<file path="config.mk">
export PLATFORM = sky130hd
export DESIGN_NAME = imm_ext_pipe_flat
export DESIGN_NICKNAME = d
export VERILOG_FILES = /design/src/rtl/imm_ext_pipe_if.sv /design/src/rtl/imm_ext_pipe.sv /design/src/flat_wrapper.sv
export SDC_FILE = /design/constraint.sdc
export NUM_CORES = 1
export LEC_CHECK = 0
export CORE_AREA = 5 5 126 128
export CTS_CLUSTER_DIAMETER = 60
export DETAILED_ROUTE_END_ITERATION = 6
export DIE_AREA = 0 0 131 133
export PLACE_DENSITY_LB_ADDON = 0.1
export REMOVE_ABC_BUFFERS = 1
export SETUP_SLACK_MARGIN = 0.3
export SLEW_MARGIN = 0
export SYNTH_ARGS = -nofsm -noshare
export SYNTH_HDL_FRONTEND = slang
export SYNTH_SLANG_ARGS = --single-unit
</file>
<file path="constraint.sdc">
create_clock -name clk -period 4.8 [get_ports clk]
set_input_delay 1.2 -clock clk [delete_from_list [all_inputs] [get_ports clk]]
set_output_delay 1.2 -clock clk [all_outputs]
set_load 0.02 [all_outputs]
</file>
<file path="src/rtl/imm_ext_pipe_if.sv">
// rtl/imm_ext_pipe_if.sv - valid/ready bundle between decode, imm_ext_pipe and execute
interface imm_ext_pipe_if #(
  parameter int XLEN  = 32,
  parameter int TAG_W = 4
);
  logic             flush;
  logic             in_valid;
  logic             in_ready;
  logic [2:0]       in_op;
  logic [24:0]      in_din;
  logic [TAG_W-1:0] in_tag;
  logic             out_valid;
  logic             out_ready;
  logic [XLEN-1:0]  out_imm;
  logic [TAG_W-1:0] out_tag;
  logic             out_err;

  modport slave (
    input  flush, in_valid, in_op, in_din, in_tag, out_ready,
    output in_ready, out_valid, out_imm, out_tag, out_err
  );

  modport master (
    output flush, in_valid, in_op, in_din, in_tag, out_ready,
    input  in_ready, out_valid, out_imm, out_tag, out_err
  );
endinterface

</file>
<file path="src/rtl/imm_ext_pipe.sv">
// rtl/imm_ext_pipe.sv - registered RV32/RV64 immediate extractor with 2-entry skid buffer
module imm_ext_pipe #(
  parameter int XLEN  = 32,
  parameter int TAG_W = 4
) (
  input  logic         clk,
  input  logic         rst,
  imm_ext_pipe_if.slave bus
);

  generate
    if (XLEN != 32 && XLEN != 64) begin : g_bad_xlen
      $fatal(1, "imm_ext_pipe: XLEN must be 32 or 64");
    end
  endgenerate

  // Occupancy: ONE = output register only, TWO = output plus skid.
  typedef enum logic [1:0] {EMPTY, ONE, TWO} occ_t;

  occ_t             state, state_n;
  logic [XLEN-1:0]  out_imm_q, skid_imm_q;
  logic [TAG_W-1:0] out_tag_q, skid_tag_q;
  logic             out_err_q, skid_err_q;

  logic             accept, drain;
  logic             load_out_in, load_out_skid, load_skid;
  logic [XLEN-1:0]  ext_imm;
  logic             ext_err;

  assign bus.in_ready  = (state != TWO);
  assign bus.out_valid = (state != EMPTY);
  assign bus.out_imm   = out_imm_q;
  assign bus.out_tag   = out_tag_q;
  assign bus.out_err   = out_err_q;

  assign accept = bus.in_valid && bus.in_ready;
  assign drain  = bus.out_valid && bus.out_ready;

  always_comb begin
    ext_imm = '0;
    ext_err = 1'b0;
    case (bus.in_op)
      3'd0: ext_imm = XLEN'($signed(bus.in_din[24:13]));
      3'd1: begin
        if (XLEN == 64) ext_imm = XLEN'(bus.in_din[18:13]);
        else            ext_imm = XLEN'(bus.in_din[17:13]);
      end
      3'd2: ext_imm = XLEN'($signed({bus.in_din[24], bus.in_din[0], bus.in_din[23:18],
                                     bus.in_din[4:1], 1'b0}));
      3'd3: ext_imm = XLEN'($signed({bus.in_din[24:18], bus.in_din[4:0]}));
      3'd4: ext_imm = XLEN'($signed({bus.in_din[24:5], 12'b0}));
      3'd5: ext_imm = XLEN'($signed({bus.in_din[24], bus.in_din[12:5], bus.in_din[13],
                                     bus.in_din[23:14], 1'b0}));
      3'd6: ext_imm = XLEN'(bus.in_din[12:8]);
      default: begin
        ext_imm = '0;
        ext_err = 1'b1;
      end
    endcase
  end

  // Flush wins over everything, including a same-cycle accept.
  always_comb begin
    state_n       = state;
    load_out_in   = 1'b0;
    load_out_skid = 1'b0;
    load_skid     = 1'b0;
    if (bus.flush) begin
      state_n = EMPTY;
    end else begin
      case (state)
        EMPTY: begin
          if (accept) begin
            load_out_in = 1'b1;
            state_n     = ONE;
          end
        end
        ONE: begin
          if (drain && accept) begin
            load_out_in = 1'b1;
          end else if (drain) begin
            state_n = EMPTY;
          end else if (accept) begin
            load_skid = 1'b1;
            state_n   = TWO;
          end
        end
        TWO: begin
          if (drain) begin
            load_out_skid = 1'b1;
            state_n       = ONE;
          end
        end
        default: state_n = EMPTY;
      endcase
    end
  end

  always_ff @(posedge clk or posedge rst) begin
    if (rst) state <= EMPTY;
    else     state <= state_n;
  end

  always_ff @(posedge clk or posedge rst) begin
    if (rst) begin
      out_imm_q  <= '0;
      out_tag_q  <= '0;
      out_err_q  <= 1'b0;
      skid_imm_q <= '0;
      skid_tag_q <= '0;
      skid_err_q <= 1'b0;
    end else begin
      if (load_out_in) begin
        out_imm_q <= ext_imm;
        out_tag_q <= bus.in_tag;
        out_err_q <= ext_err;
      end else if (load_out_skid) begin
        out_imm_q <= skid_imm_q;
        out_tag_q <= skid_tag_q;
        out_err_q <= skid_err_q;
      end
      if (load_skid) begin
        skid_imm_q <= ext_imm;
        skid_tag_q <= bus.in_tag;
        skid_err_q <= ext_err;
      end
    end
  end

endmodule

</file>
<file path="src/flat_wrapper.sv">
// flat-port wrapper written by rule: the top's interface ports become plain ports
module imm_ext_pipe_flat 
#(
  parameter int XLEN  = 32,
  parameter int TAG_W = 4
)
  (clk, rst, bus_flush, bus_in_valid, bus_in_op, bus_in_din, bus_in_tag, bus_out_ready, bus_in_ready, bus_out_valid, bus_out_imm, bus_out_tag, bus_out_err);
  imm_ext_pipe_if #(.XLEN(XLEN), .TAG_W(TAG_W)) bus_i ();
  input  logic clk;
  input  logic rst;
  input wire logic [$bits(bus_i.flush)-1:0] bus_flush;
  input wire logic [$bits(bus_i.in_valid)-1:0] bus_in_valid;
  input wire logic [$bits(bus_i.in_op)-1:0] bus_in_op;
  input wire logic [$bits(bus_i.in_din)-1:0] bus_in_din;
  input wire logic [$bits(bus_i.in_tag)-1:0] bus_in_tag;
  input wire logic [$bits(bus_i.out_ready)-1:0] bus_out_ready;
  output wire logic [$bits(bus_i.in_ready)-1:0] bus_in_ready;
  output wire logic [$bits(bus_i.out_valid)-1:0] bus_out_valid;
  output wire logic [$bits(bus_i.out_imm)-1:0] bus_out_imm;
  output wire logic [$bits(bus_i.out_tag)-1:0] bus_out_tag;
  output wire logic [$bits(bus_i.out_err)-1:0] bus_out_err;
  assign bus_i.flush = bus_flush;
  assign bus_i.in_valid = bus_in_valid;
  assign bus_i.in_op = bus_in_op;
  assign bus_i.in_din = bus_in_din;
  assign bus_i.in_tag = bus_in_tag;
  assign bus_i.out_ready = bus_out_ready;
  assign bus_in_ready = bus_i.in_ready;
  assign bus_out_valid = bus_i.out_valid;
  assign bus_out_imm = bus_i.out_imm;
  assign bus_out_tag = bus_i.out_tag;
  assign bus_out_err = bus_i.out_err;
  imm_ext_pipe #(.XLEN(XLEN), .TAG_W(TAG_W)) u_core (.clk(clk), .rst(rst), .bus(bus_i));
endmodule
</file>
Word level (Yosys, flattened, before mapping):

Cells that the tools add are included.

* eq/ne operators: 13
* multiplexer cells: 26
* reductions and logical operators: 9

Operator list (number)
* 32-bit one-hot mux with 7 select lines: 1
* 32-bit 2-to-1 mux: 2
* 1-bit 2-to-1 mux: 13
* 2-bit 2-to-1 mux: 6
* 3-bit equality test, second input constant: 3
* 4-bit 2-to-1 mux: 2
* 7-bit OR reduction: 1
* 3-bit by 2-bit equality test with 1-bit output, second input constant: 2
* 3-bit by 2-bit != test with 1-bit output, second input constant: 2
* 2-bit one-hot mux with 3 select lines: 1
* 4-bit by 2-bit != test with 1-bit output, second input constant: 1
* 4-bit AND reduction: 1
* 2-bit nonzero test: 2
* 3-bit by 1-bit equality test with 1-bit output, second input constant: 1
* 1-bit logical AND: 3
* 3-bit logical NOT: 1
* 3-bit != test, second input constant: 1
* 2-bit by 1-bit equality test with 1-bit output, second input constant: 1
* 2-bit equality test, second input constant: 1
* 2-bit logical NOT: 1
* 2-bit != test, second input constant: 1
* 1-bit one-hot mux with 2 select lines: 1

* flip-flop bits (word level): 76

Logic depth before layout (Yosys ltp):

Gate-level depths: netlist (run 1).

* depth after elaboration: 7
* gate-level depth with buffers: 6
* depth with buffers taken out: 4

Least setup slack after synthesis (run 1):

No wires, ideal clock.

* path kind: in2reg
* from: in bus_in_op[0]
* to: reg u_core.out_imm_q[20] (netlist: u_core.bus.out_imm[20])
* library setup time: 130 ps
* arrival: 2092 ps
* path slack: 2578 ps
* cell stages on the path: 4
* path through: clkbuf_1 > mux2_2 > a22oi_1 > o21ai_0

* longest elaborated chain between the ends: 3
* elaborated cells on any way between the ends: 9
* those cells by class: eq/ne: 6; mux: 2; reduce/logical: 1

RTL lines
* start, declared: line flat_wrapper.sv:13 `input wire logic [$bits(bus_i.in_op)-1:0] bus_in_op;`
* 3-bit equality test, or another cell as far along: line imm_ext_pipe.sv:42 `case (bus.in_op)`
* 32-bit one-hot mux with 7 select lines *: line imm_ext_pipe.sv:42
* 32-bit 2-to-1 mux *: line imm_ext_pipe.sv:113 `if (load_out_in) begin`
* end signal, assigned: line imm_ext_pipe.sv:114 `out_imm_q <= ext_imm;`
* end signal, assigned: line imm_ext_pipe.sv:118 `out_imm_q <= skid_imm_q;`
* end, declared: line imm_ext_pipe.sv:21 `logic [XLEN-1:0] out_imm_q, skid_imm_q;`

Every way passes the cells marked *; elsewhere a longest branch is shown, timed or not.
A chain may end at the register's enable or synchronous reset.

Worst setup path in the final report (run 1):

* from: in bus_in_op[0]
* to: reg u_core.out_imm_q[8] (netlist: u_core.bus.out_imm[8])

The elaborated chain is that of the path after synthesis.

==> results of run 1 <==
[registers in the layout (all words and copies together), names as in the netlist]
| name | count |
|---|---|
| u_core.bus.out_err | 1 |
| u_core.bus.out_imm | 32 |
| u_core.bus.out_tag | 4 |
| u_core.skid_err_q | 1 |
| u_core.skid_imm_q | 32 |
| u_core.skid_tag_q | 4 |
| u_core.state | 2 |
[final timing paths]
path | from | endpoint | slack [ns] | depth (start not counted)
max | bus_in_op[0] | u_core.bus.out_imm[8]$_DFFE_PP0P_ | 1.55 | 6
min | u_core.skid_imm_q[29]$_DFFE_PP0P_ | u_core.skid_imm_q[29]$_DFFE_PP0P_ | 0.48 | 2
max reg2reg | u_core.state[1]$_DFFE_PP0P_ | u_core.skid_tag_q[3]$_DFFE_PP0P_ | 2.61 | 4
min reg2reg | u_core.skid_imm_q[29]$_DFFE_PP0P_ | u_core.skid_imm_q[29]$_DFFE_PP0P_ | 0.48 | 2
max in group asynchronous | rst | u_core.skid_imm_q[11]$_DFFE_PP0P_ | 2.70 | 3
min in group asynchronous | rst | u_core.bus.out_tag[0]$_DFFE_PP0P_ | 1.34 | 2
[area by class of cell]
| type | instances | area [um2] |
|---|---|---|
| fillers | 1532 | 9880 |
| flip-flops and latches | 76 | 1900 |
| multi-input cells | 218 | 1530 |
| repair buffers | 85 | 826 |
| clock buffers | 11 | 253 |
| well taps | 188 | 235 |
| clock inverters | 4 | 120 |
| inverters | 1 | 5.00 |
[worst reg2reg max path: cells and delay by family (launching register included)]
kind	cells	cell delay [ns]
buffers and inverters	1	0.42
flip-flops	1	0.46
multiplexers	1	0.30
AND/OR/NAND/NOR	2	0.89
[kinds of logic after synthesis]
kind of cell / count (synthesis)
AND/OR/NAND/NOR: 76
multiplexers: 18
XOR/XNOR: 1
AO/OA/AOI/OAI: 123
flip-flops: 76
buffers and inverters: 30
[metal layers]
layer	vias to the layer above	share of wire
li1	1350	-
met2	71	0.43
met1	1396	0.50
met5	-	0
met3	10	0.057
met4	0	0.011
[stage by stage]
| stage | total power, W | hold WS [ns] | cell area [um2] | util |
|---|---|---|---|---|
| 6_report | 0.00211 | 0.480 | 4870 | 0.330 |
| 5_1_grt | 0.00221 | 0.503 | 4870 | 0.330 |
| 4_1_cts | 0.00214 | 0.484 | 4870 | 0.330 |
| 3_5_place_dp | 0.00128 | 0.472 | 4500 | 0.305 |
| 3_3_place_gp | 0.00128 | 0.461 | 4500 | 0.305 |
| 2_1_floorplan | 0.00106 | 0.450 | 3430 | - |
[placed cells by master (no fill, tap or decap), drive strengths merged]
master	n
a21oi	7
clkinv	1
o22a	2
nand3b	2
nand2	31
a22o	6
mux2	16
and4bb	1
a221o	23
nand2b	8
buf	10
nor2	12
dfrtp	76
a2bb2oi	4
clkbuf	11
o211ai	1
mux2i	2
o21ai	38
clkdlybuf4s50	75
bufinv	4
a21o	4
nand3	1
a311oi	8
nor3b	3
a22oi	29
xnor2	1
o31ai	1
or2	4
and2	6
nor2b	4
and3	4
[power by group through the flow]
| stage | sequential [W] | clock [W] | combinational (W) |
|---|---|---|---|
| after floorplan | 0.000890 | 0 | 0.000168 |
| after global placement | 0.000846 | 0 | 0.000430 |
| after detailed placement | 0.000845 | 0 | 0.000435 |
| after CTS | 0.000836 | 0.000871 | 0.000436 |
| after global routing | 0.000852 | 0.000892 | 0.000471 |
| final | 0.000835 | 0.000846 | 0.000428 |
==> results.cfg, run 1 <==
[status]
status = completed

[placed_design]
gp_congestion = 0.728
dpl.hpwl_um = 6820
portBuffers = 75
post-place-ws_ns = 1.25
dpl.cell_count = 568

[sta]
min_period_ns = 3.25
relSlewSlack = 0.184
fin_ws_ns = 1.55
period_share = 0.677
max_freq_mhz = 308
hold_viol_final = 0
finClkSkew_ns = 0.00413
finalSetupViolations = 0
rsz0062_at_grt = no
worstMarginPinSlew_ns = 1.22
drv_slew = 0
setup-tns-final_ns = 0

[clock_network]
ctsHoldBuffers = 0
cts_setup_buffers = 0
clockBufferDepth = 2
cts_tree = built
cts_resized = 0
numCtsBuffers = 9
clkLatencyLatePin_ns = 0.33
clk_pin_slew_ns = 0.06
htreeDepth = 3
cts_root_buf = clkbuf_16
cts.sinks = 76

[routing]
drt_iter0_markers = 140
drcViolationCount = 0
antenna_left = 0
wl_per_cell_um = 17.9
vias = 2827
first_pass_iters = 4
avgViaCountPerCell = 4.85
routed_wirelength_um = 10500

[floorplan]
fp.coreArea_mm2 = 0.0148
dieWidth_um = 131
die_y_um = 133
start_util = 0.243
io_pins = 76
fp.dieArea_mm2 = 0.0174
num_rows = 45

[logic_synthesis]
synth_area_leaders = dfrtp_1 53%, a221o_1 6.4%, a22oi_1 6.1%
synth-main-ff-cell = dfrtp_1
synthArstFlopShare = 1.00
synthSimpleGateAreaFrac = 0.111
syn_area_per_cell_um2 = 11.1
synth_seq_cells = 76
ys_types = 36
synthMuxAreaShare = 0.0558
seq_area_frac_synth = 0.531
synth_edf_count = 0
yosysMostFrequentCell = dfrtp_1
synthAdderAreaFrac = 0
synth_compound_area_frac = 0.255
synth_top_family_by_area = compound AO/OA/AOI/OAI gates
syn_area_mm2 = 0.00358
yosys.area.top_type = dfrtp_1
syn_inst = 324
synthTopCellsByCount = 76 x dfrtp_1, 38 x o21ai_0, 30 x nand2_1
synth-warning-count = 0
synth_top_area_share = 0.531
synth_xor_area_frac = 0.00244

[global_routing]
grt_pass1_vias = 2980
met1_usage = 0.194
met3_usage = 0.0363
antenna_found_initial = 0
overflow = 0
use_met2 = 0.172
groute.usage.overall = 0.127
grt_pass1_wl_um = 17300
grt.busiest_layer = met1
grt_max_degree = 47

[setup_path]
path_max_fanout = 22
path_class = in2reg
crit_path_end_kind = flip-flop
max_stage_delay_ns = 0.57
path_cells = clkdlybuf4s50_1 > buf_4 > nand2b_1 > xnor2_1 > nor2_2 > a221o_1
cp_slowest_cell = nand2b_1
critPathTopFamily = buffers and inverters
worst_setup_path_start_kind = input port
critPathBufInv = 2
worst_ep_required_time_ns = 5.01
arrival_ns = 3.45

[power_and_ir_drop]
p_seq_frac = 0.396
switching_power_w = 0.000542
clockPowerShare = 0.401
peakVddDrop_uv = 155
p_leak_nw = 2.04
internal-power_w = 0.00157
p_comb_frac = 0.203
swShare = 0.257
power-per-cell-area_mw_per_mm2 = 433

[layout]
antenna_cells = 0
synthToLayoutAreaGrowth_pct = 36.0
nNetsFinal = 428
stdcell_count = 583
drive_above_1_share = 0.142

[min_path]
hold_class = reg2reg

[run]
drv_cap = 0
(Power assumes the default switching activity.)
==> run 2: changes to the inputs <==
==> constraint.sdc (replaced) <==
create_clock -name clk -period 2.7 [get_ports clk]
set_input_delay 0.675 -clock clk [delete_from_list [all_inputs] [get_ports clk]]
set_output_delay 0.675 -clock clk [all_outputs]
set_load 0.02 [all_outputs]
==> results.cfg, run 2 (same netlist as run 1, synthesis figures left out) <==
[global_routing]
overflow = 0
groute.usage.overall = 0.126
grt_pass1_vias = 3061
antenna_found_initial = 0
grt_max_degree = 62
grt_pass1_wl_um = 17200

[clock_network]
htreeDepth = 3
cts_tree = built
clk_pin_slew_ns = 0.06
clkLatencyLatePin_ns = 0.34
numCtsBuffers = 9
cts_root_buf = clkbuf_16
clockBufferDepth = 2
cts.sinks = 76

[power_and_ir_drop]
peakVddDrop_uv = 394
p_leak_nw = 2.06
power-per-cell-area_mw_per_mm2 = 709

[setup_path]
r2r_slack_ns = 0.67
cp_slowest_cell = a21oi_4
timing.rr.start = u_core.state[1]$_DFFE_PP0P_
path_class = in2reg
worst_ep_required_time_ns = 2.97
timing.rr.end = u_core.bus.out_imm[5]$_DFFE_PP0P_
arrival_ns = 2.63
path_cells = clkdlybuf4s50_1 > and4bb_2 > a21oi_4 > and2_1 > a221o_1
crit_path_end_kind = flip-flop
ff2ff_path_depth = 4
path_max_fanout = 36
worst_setup_path_start_kind = input port
max_stage_delay_ns = 0.84

[placed_design]
portBuffers = 75
gp_congestion = 0.686
dpl.hpwl_um = 6890
placed_cell_area_mm2 = 0.00461
post-place-ws_ns = -0.0388

[floorplan]
num_rows = 45
start_util = 0.243
dieWidth_um = 131
die_y_um = 133
io_pins = 76
fp.coreArea_mm2 = 0.0148
fp.dieArea_mm2 = 0.0174

[layout]
final_common_cell = dfrtp_1
final_cell_mix = 76 x dfrtp_1, 75 x clkdlybuf4s50_1, 38 x o21ai_0, 30 x nand2_1, 29 x a22oi_1
antenna_cells = 0
final_util = 0.333
synthToLayoutAreaGrowth_pct = 37.1
nNetsFinal = 437
postLayoutCellArea_mm2 = 0.00491
drive_above_1_share = 0.163

[sta]
finClkSkew_ns = 0.00513
period_share = 0.871
finalSetupViolations = 0
relSlewSlack = 0.256
hold_viol_final = 0
setup-tns-final_ns = 0
rsz0062_at_grt = yes
max_freq_mhz = 425
worstMarginPinSlew_ns = 1.11
drv_slew = 0
min_period_ns = 2.35
fin_ws_ns = 0.348

[routing]
vias = 2831
drt_iter0_markers = 181
avgViaCountPerCell = 4.77
drcViolationCount = 0
wl_per_cell_um = 17.9
antenna_left = 0
routed_wirelength_um = 10600
first_pass_iters = 4

[run]
drv_cap = 0

[status]
status = completed

[min_path]
hold_depth = 2
hold_class = reg2reg
hold_end = u_core.skid_imm_q[11]$_DFFE_PP0P_
worstHoldStart = u_core.skid_imm_q[11]$_DFFE_PP0P_
-- run 2: cell types whose count changed in the layout (fill, tap and decap cells not counted), moves of 2 or more --
cell and delta:
buf_12 +3, buf_4 +6, bufinv_16 -3, clkinv_2 +2
clkinvlp_4 +2
-- run 2: timing repair --
| action | CTS | global route |
|---|---|---|
| gates resized for setup | 0 | 1 |
| endpoints found under the setup margin | 0 | 15 |
| buffers inserted | 0 | 0 |
| hold buffers | 0 | 0 |
-- run 2: worst max path at each step --
stage | start | slack (ns) | to | cells past startpoint
after CTS | bus_flush | 0.32 | u_core.bus.out_imm[5]$_DFFE_PP0P_ | 5
after global placement | bus_flush | -0.04 | u_core.bus.out_imm[8]$_DFFE_PP0P_ | 5
final | bus_flush | 0.35 | u_core.bus.out_imm[5]$_DFFE_PP0P_ | 5
after global routing | bus_out_ready | 0.24 | u_core.bus.out_imm[28]$_DFFE_PP0P_ | 5
after floorplan | rst | 0.09 | u_core.bus.out_err$_DFFE_PP0P_ | 1
after detailed placement | bus_flush | -0.04 | u_core.bus.out_imm[5]$_DFFE_PP0P_ | 5
-- run 2: final cells by class --
type | count | area, um2
timing repair buffer | 94 | 931
clock buffer | 10 | 239
sequential | 76 | 1900
tap | 188 | 235
fill | 1506 | 9840
clock inverter | 6 | 63.8
multi-input combinational | 218 | 1540
inverter | 1 | 5.00
-- run 2: where the power goes --
group / total (W) / internal, W / switching, W
clock network: 0.00122 / 0.000739 / 0.000483
registers: 0.00149 / 0.00136 / 0.000129
logic: 0.000776 / 0.000400 / 0.000376
-- run 2: metrics by stage --
step | hold slack (ns) | power [W] | instances
after CTS | 0.485 | 0.00355 | 593
after global routing | 0.499 | 0.00367 | 593
after floorplan | 0.450 | 0.00188 | 295
after detailed placement | 0.470 | 0.00229 | 577
final | 0.481 | 0.00348 | 593
after global placement | 0.460 | 0.00229 | 577
-- run 2: per-layer routing --
layer	GRT usage	up-vias	routed length (um)
li1	-	1368	-
met1	0.185	1389	5440
met2	0.179	66	4550
met3	0.0408	8	528
met4	0.0309	0	89
met5	0	-	0
-- run 2: critical path, delay by kind of cell --
| family | cells | cell delay (ns) |
|---|---|---|
| compound gates | 2 | 0.95 |
| buf+inv | 1 | 0.47 |
| simple gates | 2 | 0.53 |
==> run 3: changes to the inputs <==
--- a/config.mk
+++ b/config.mk
@@ -16,3 +16,4 @@
 export SYNTH_ARGS = -nofsm -noshare
 export SYNTH_HDL_FRONTEND = slang
 export SYNTH_SLANG_ARGS = --single-unit
+export TNS_END_PERCENT = 1
==> results.cfg, run 3 (same netlist as run 1, synthesis figures left out) <==
[clock_network]
clkLatencyLatePin_ns = 0.34
cts_root_buf = clkbuf_16
cts.sinks = 76
clk_pin_slew_ns = 0.06
htreeDepth = 3
cts_setup_buffers = 0
ctsHoldBuffers = 0
cts_tree = built
clockBufferDepth = 2
cts_resized = 0
numCtsBuffers = 9

[global_routing]
antenna_found_initial = 0
groute.usage.overall = 0.126
overflow = 0
grt_pass1_wl_um = 17200
grt_pass1_vias = 3061
grt_max_degree = 62

[sta]
max_freq_mhz = 427
worstMarginPinSlew_ns = 1.10
finClkSkew_ns = 0.00814
min_period_ns = 2.34
drv_slew = 0
relSlewSlack = 0.267
finalSetupViolations = 0
rsz0062_at_grt = yes
period_share = 0.867
hold_viol_final = 0

[placed_design]
placed_cell_area_mm2 = 0.00461
gp_congestion = 0.686
portBuffers = 75
dpl.hpwl_um = 6890
dpl.cell_count = 577

[setup_path]
ff2ff_path_depth = 4
path_cells = clkdlybuf4s50_1 > and4bb_2 > a21oi_4 > and2_1 > a221o_1
critPathBufInv = 1
cp_slowest_cell = a21oi_4
worst_setup_path_start_kind = input port
crit_path_end_kind = flip-flop
cp_num_cells = 5
path_max_fanout = 36
path_class = in2reg
worst_ep_required_time_ns = 2.98
max_stage_delay_ns = 0.83
critPathTopFamily = compound AO/OA/AOI/OAI gates
arrival_ns = 2.62

[layout]
postLayoutCellArea_mm2 = 0.00491
stdcell_count = 593
drive_above_1_share = 0.163
final_cell_mix = 76 x dfrtp_1, 75 x clkdlybuf4s50_1, 38 x o21ai_0, 30 x nand2_1, 29 x a22oi_1
fillers = 1506
nNetsFinal = 437
antenna_cells = 0
final_common_cell = dfrtp_1
synthToLayoutAreaGrowth_pct = 37.1
final_util = 0.333

[floorplan]
num_rows = 45
io_pins = 76
dieWidth_um = 131
fp.coreArea_mm2 = 0.0148
start_util = 0.243
die_y_um = 133
fp.dieArea_mm2 = 0.0174

[routing]
wl_per_cell_um = 18.0
vias = 2838
avgViaCountPerCell = 4.79
drcViolationCount = 0
routed_wirelength_um = 10700
antenna_left = 0
drt_iter0_markers = 175
first_pass_iters = 4

[power_and_ir_drop]
p_leak_nw = 2.06
power-per-cell-area_mw_per_mm2 = 709
p_total_w = 0.00349
peakVddDrop_uv = 395

[min_path]
hold_class = reg2reg
hold_depth = 2

[run]
drv_cap = 0

[status]
status = completed
==> run 3: cell counts in the layout (fill, tap and decap cells not counted) <==
No cell type changed its count.
==> run 3: worst paths after layout <==
path                                              startpoint                                 end  slack (ns)
hold / removal             u_core.skid_imm_q[11]$_DFFE_PP0P_   u_core.skid_imm_q[11]$_DFFE_PP0P_        0.48
setup reg to reg                 u_core.state[1]$_DFFE_PP0P_   u_core.bus.out_imm[5]$_DFFE_PP0P_        0.69
setup / recovery                                   bus_flush   u_core.bus.out_imm[5]$_DFFE_PP0P_        0.36
max in group asynchronous                                rst  u_core.bus.out_imm[15]$_DFFE_PP0P_        1.66
hold reg to reg            u_core.skid_imm_q[11]$_DFFE_PP0P_   u_core.skid_imm_q[11]$_DFFE_PP0P_        0.48
min in group asynchronous                                rst  u_core.bus.out_imm[26]$_DFFE_PP0P_        0.55
==> run 3: final cells by class <==
cell class              count  area [um2]  area share
clock inverters             6        63.8      0.0130
multi-input cells         218        1540       0.313
inverters                   1        5.00     0.00102
flip-flops and latches     76        1900       0.387
repair buffers             94         931       0.189
clock buffers              10         239      0.0486
well taps                 188         235      0.0479
==> run 3: routing by layer <==
layer  GRT usage  vias up  wire length [um]
met1       0.185     1394              5410
met5           0        -                 0
met4      0.0309        0                59
met3      0.0408        5               557
li1            -     1366                 -
met2       0.179       73              4630
==> run 3: through the flow <==
stage | hold WS, ns | worst slack, ns | setup TNS (ns)
after floorplan | 0.450 | 0.0867 | 0
after CTS | 0.485 | 0.319 | 0
after detailed placement | 0.470 | -0.0388 | -0.120
after global routing | 0.499 | 0.243 | 0
after global placement | 0.460 | -0.0399 | -0.179
final | 0.481 | 0.360 | 0
==> run 3: worst register-to-register path, stage by stage, from the launching register on <==
cell	delay, ns
dfrtp_1	0.45
and4bb_2	0.30
a21oi_4	0.83
and2_1	0.27
a221o_1	0.11
==> run 3: report_power, final <==
| group | total, W | internal, W | switching (W) |
|---|---|---|---|
| logic | 0.000777 | 0.000400 | 0.000376 |
| clock network | 0.00122 | 0.000739 | 0.000485 |
| registers | 0.00149 | 0.00136 | 0.000129 |
